**config.mk**
```make
export PLATFORM = sky130hd
export DESIGN_NAME = move_sequencer
export DESIGN_NICKNAME = d
export VERILOG_FILES = /design/src/rtl/move_sequencer.sv
export SDC_FILE = /design/constraint.sdc
export NUM_CORES = 1
export LEC_CHECK = 0
export ABC_AREA = 1
export CORE_MARGIN = 4
export CORE_UTILIZATION = 49
export CTS_CLUSTER_DIAMETER = 30
export CTS_CLUSTER_SIZE = 28
export DETAILED_ROUTE_END_ITERATION = 12
export PLACE_DENSITY = 0.84
export RECOVER_POWER = 50
export SLEW_MARGIN = 20
export SYNTH_ARGS = -nofsm -noshare
export SYNTH_HDL_FRONTEND = slang
export SYNTH_SLANG_ARGS = --single-unit
export TNS_END_PERCENT = 20
```
**constraint.sdc**
```tcl
create_clock -name clk -period 2.68 [get_ports clk]
set_clock_uncertainty 0.15 [all_clocks]
set_input_delay 0.536 -clock clk [delete_from_list [all_inputs] [get_ports clk]]
set_output_delay 0.536 -clock clk [all_outputs]
set_load 0.05 [all_outputs]
```
**src/rtl/move_sequencer.sv**
```systemverilog
`default_nettype none
// ============================================================================
// Module      : move_sequencer
// Description : Tic-tac-toe move sequencer. Builds the X/O board vectors from
//               a stream of move requests, alternates turns, rejects illegal
//               moves, samples the external status checker after every move
//               and optionally forfeits idle turns.
// Revision    : 1.0 - initial release
// ============================================================================
module move_sequencer #(
  parameter bit FIRST_O      = 1'b0,
  parameter int TURN_TIMEOUT = 0
) (
  input  logic       clk,
  input  logic       reset,
  input  logic       new_game,
  input  logic       move_valid,
  input  logic [3:0] move_pos,
  input  logic       win_game,
  input  logic       lose_game,
  input  logic       draw_game,
  output logic [8:0] xin_star,
  output logic [8:0] oin_star,
  output logic       turn_o,
  output logic       move_ready,
  output logic       move_ack,
  output logic       move_nack,
  output logic       timeout_pulse,
  output logic [3:0] move_count,
  output logic [1:0] result,
  output logic       game_over
);

  typedef enum logic [1:0] {
    X_TURN = 2'd0,
    O_TURN = 2'd1,
    CHECK  = 2'd2,
    OVER   = 2'd3
  } state_t;

  // Timer is wide enough to hold TURN_TIMEOUT; one extra bit for the compare.
  localparam int          TW      = (TURN_TIMEOUT > 1) ? $clog2(TURN_TIMEOUT + 1) : 1;
  localparam logic [TW:0] C_LIMIT = (TW + 1)'(TURN_TIMEOUT);
  localparam state_t      C_START = FIRST_O ? O_TURN : X_TURN;

  state_t        state_q, state_d;
  logic [8:0]    xin_q, xin_d;
  logic [8:0]    oin_q, oin_d;
  logic [3:0]    count_q, count_d;
  logic [1:0]    result_q, result_d;
  logic          ack_q, ack_d;
  logic          nack_q, nack_d;
  logic          to_q, to_d;
  logic          mover_o_q, mover_o_d;
  logic [TW-1:0] timer_q, timer_d;

  logic          w_in_turn;
  logic          w_cur_o;
  logic [15:0]   w_occ_ext;
  logic          w_legal;
  logic [8:0]    w_bit;
  logic [TW:0]   w_timer_next;
  logic          w_expire;

  // Legality of the current request and turn-timer expiry
  always_comb begin
    w_in_turn    = (state_q == X_TURN) || (state_q == O_TURN);
    w_cur_o      = (state_q == O_TURN);
    w_occ_ext    = {7'd0, xin_q | oin_q};
    w_legal      = w_in_turn && move_valid && (move_pos <= 4'd8) && !w_occ_ext[move_pos];
    w_bit        = 9'd1 << move_pos;
    w_timer_next = {1'b0, timer_q} + (TW + 1)'(1);
    w_expire     = (TURN_TIMEOUT != 0) && w_in_turn && (w_timer_next == C_LIMIT);
  end

  // Next-state logic for the sequencer FSM and all its registered outputs
  always_comb begin
    state_d   = state_q;
    xin_d     = xin_q;
    oin_d     = oin_q;
    count_d   = count_q;
    result_d  = result_q;
    ack_d     = 1'b0;
    nack_d    = 1'b0;
    to_d      = 1'b0;
    mover_o_d = mover_o_q;
    timer_d   = timer_q;

    case (state_q)
      X_TURN, O_TURN: begin
        if (TURN_TIMEOUT != 0) begin
          timer_d = w_timer_next[TW-1:0];
        end
        if (w_legal) begin
          // A legal move in the expiry cycle takes precedence over the forfeit.
          if (w_cur_o) begin
            oin_d = oin_q | w_bit;
          end else begin
            xin_d = xin_q | w_bit;
          end
          count_d   = count_q + 4'd1;
          ack_d     = 1'b1;
          mover_o_d = w_cur_o;
          timer_d   = '0;
          state_d   = CHECK;
        end else begin
          if (move_valid) begin
            nack_d = 1'b1;
          end
          if (w_expire) begin
            to_d    = 1'b1;
            timer_d = '0;
            state_d = w_cur_o ? X_TURN : O_TURN;
          end
        end
      end
      CHECK: begin
        // Status inputs now reflect the boards updated by the last move.
        timer_d = '0;
        if (win_game) begin
          result_d = 2'b01;
          state_d  = OVER;
        end else if (lose_game) begin
          result_d = 2'b10;
          state_d  = OVER;
        end else if (draw_game) begin
          result_d = 2'b11;
          state_d  = OVER;
        end else begin
          state_d = mover_o_q ? X_TURN : O_TURN;
        end
      end
      default: begin
        // OVER holds everything until reset or new_game.
      end
    endcase

    // new_game overrides anything requested in the same cycle.
    if (new_game) begin
      state_d   = C_START;
      xin_d     = '0;
      oin_d     = '0;
      count_d   = '0;
      result_d  = '0;
      ack_d     = 1'b0;
      nack_d    = 1'b0;
      to_d      = 1'b0;
      mover_o_d = 1'b0;
      timer_d   = '0;
    end
  end

  // State and output registers with synchronous reset
  always_ff @(posedge clk) begin
    if (reset) begin
      state_q   <= C_START;
      xin_q     <= '0;
      oin_q     <= '0;
      count_q   <= '0;
      result_q  <= '0;
      ack_q     <= 1'b0;
      nack_q    <= 1'b0;
      to_q      <= 1'b0;
      mover_o_q <= 1'b0;
      timer_q   <= '0;
    end else begin
      state_q   <= state_d;
      xin_q     <= xin_d;
      oin_q     <= oin_d;
      count_q   <= count_d;
      result_q  <= result_d;
      ack_q     <= ack_d;
      nack_q    <= nack_d;
      to_q      <= to_d;
      mover_o_q <= mover_o_d;
      timer_q   <= timer_d;
    end
  end

  assign xin_star      = xin_q;
  assign oin_star      = oin_q;
  assign move_count    = count_q;
  assign result        = result_q;
  assign move_ack      = ack_q;
  assign move_nack     = nack_q;
  assign timeout_pulse = to_q;
  assign turn_o        = (state_q == O_TURN);
  assign move_ready    = (state_q == X_TURN) || (state_q == O_TURN);
  assign game_over     = (state_q == OVER);

endmodule
`default_nettype wire
```
==> results.yml <==
status:
  status: "finished clean"
clock_network:
  cts.sinks: 29
  cts_tree: "built"
  clock_path_buffers: 2
  post_cts_buffers: 0
  cts_made_buffers: 5
  clock_latency_ps: 330
  cts.reportedPaths.clkPinSlew_ps: 90
  htree_levels: 2
  cts_resized: 0
  cts_hold_buf: 0
  cts_root_buffer: "clkbuf_4"
synthesis:
  synthArstFlopShare: 0
  synthDistinctLibCells: 25
  yosys_most_used_dff: "dfxtp_1"
  synth_edf_count: 0
  synth_warnings: 0
  synth.top_cell.area_share: 0.4296
  ys_ff_latch: 29
  syn_nets: 199
  seq_area_frac_synth: 0.4296
  netlist_instances: 187
  yosysTopAreaCell: "dfxtp_1"
  synthTopCellsByCount: "a21oi_1, dfxtp_1, inv_1, nor2_1, nand4_1"
  synth_most_common_cell: "a21oi_1"
  synth.avg_cell_area_um2: 7.226
  syn_area_mm2: 0.001351
  netlist_top_cells_area: "dfxtp_1, a21oi_1, nand4_1, inv_1, nor2_1"
route:
  wl_per_cell_um: 12.17
  routed_via_density: 5.238
  first_pass_iters: 4
  drt_iter0_drc: 26
  via_count: 1362
  ant_nets: 0
  drc: 0
  wl_um: 3165
grt:
  grt_pass1_vias: 1329
  grt_max_degree: 25
  grt_use_total: 0.2005
  grt_pass1_wl_um: 5388
  grt-ovfl-total: 0
  antenna_found_initial: 0
sta:
  relSlewSlack: 0.6156
  slew_violations: 0
  worstMarginPinSlew_ps: 576.6
  finalCritPeriodShare: 0.8866
  setup_viol: 0
  rsz0062_at_grt: "no"
  finalSetupTns_ps: 0
  fmax_mhz: 420.8
  period_minus_slack_ps: 2376
  hold_viol: 0
setup_path:
  start_kind: "register"
  crit_type: "register to primary output"
  end_kind: "primary output"
  cp.arrival_ps: 1690
  rrSetupSlack_ps: 790
  cp_max_fo: 5
  crit_required_ps: 1990
cells_and_area:
  drive_gt1_frac: 0.09565
  antenna_cells: 0
  nets: 242
  area_delta_synth_final_pct: 34.54
  utilization: 0.7144
pwr:
  ir_drop_v: 0.0003984
  leakagePower_nw: 0.6893
  p_total_mw: 0.8000
  p_per_area_mw_per_mm2: 440.0
run:
  maxCapViolCount: 0
floorplanning:
  die_area_mm2: 0.003662
  core_mm2: 0.002545
  die_width_um: 60.52
  fp.dieH_um: 60.52
  rows: 18
  ios: 41
  start_util: 0.5310
place:
  gp_congestion: 0.7830
  port_buffers: 39
  dp_hpwl_um: 2418
min_path:
  hold_path_class: "register to register"
## cell families after synthesis
logic type / Yosys count / synth area share
and+or+nand+nor: 78 / 0.2750
buffers and inverters: 41 / 0.1306
AOI/OAI and AO/OA: 35 / 0.1398
DFF: 29 / 0.4296
xor gates and xnor gates: 2 / 0.01297
adders and majority gates: 1 / 0.009258
other: 1 / 0.002775
## worst max-delay path, stage by stage (launching register included)
cell and delay (ps):
dfxtp_1 430, nand2_1 90, inv_1 60, clkdlybuf4s50_1 790
## layer usage
metal	up-vias	global-route usage	share of wire
li1	691	-	-
met1	620	0.2136	0.39
met2	41	0.3503	0.52
met3	10	0.07447	0.067
met4	0	0.09598	0.023
met5	-	0	0
## final timing paths
kind	startpoint	end	cells after the start
worst min-delay path	xin_star[2]$_SDFFE_PP0P_	xin_star[2]$_SDFFE_PP0P_	2
worst max-delay path	state_q[1]$_SDFFE_PP0P_	game_over	3
worst min register to register	xin_star[2]$_SDFFE_PP0P_	xin_star[2]$_SDFFE_PP0P_	2
worst max register to register	oin_star[3]$_SDFFE_PP0P_	oin_star[1]$_SDFFE_PP0P_	8
## registers in the layout (all words and copies together), names as in the netlist
signal and cells:
move_ack 1, state_q 2, result 2, oin_star 9
move_count 4, move_nack 1, xin_star 9, mover_o_q 1
## placed cells by master, fill, tap and decap left out, types with 2 or more instances in the layout
cell type,count
a21oi_1,31
buf_4,5
clkbuf_4,5
clkdlybuf4s50_1,28
clkinv_1,2
dfxtp_1,29
dlygate4sd3_1,10
inv_1,29
inv_2,2
nand2_1,14
nand2_2,6
nand3_1,7
nand4_1,18
nor2_1,29
o21ai_0,3
## per-stage QoR
stage	worst slack, ps	hold slack [ps]	cells	area [µm²]
6_report	303.9	316.5	260	1818
5_1_grt	125.9	343.1	260	1818
4_1_cts	296.2	320.9	260	1829
3_5_place_dp	234.8	306.0	253	1774
3_3_place_gp	283.1	303.5	253	1774
2_1_floorplan	710.9	291.0	187	1351
## area by class of cell
cell class / count / area (µm²)
clock buffer: 7 / 55.05
sequential: 29 / 580.6
fill: 211 / 726.9
tap: 30 / 37.54
inverter: 33 / 123.9
multi-input combinational: 117 / 583.1
timing repair buffer: 44 / 437.9
## report_power, final
group	internal [mW]	total (mW)	switching, mW
Combinational	0.0338	0.0930	0.0592
Clock	0.124	0.270	0.146
Sequential	0.434	0.437	0.00294
Total	0.592	0.800	0.208
No activity file was read; power rests on OpenSTA's default activity.
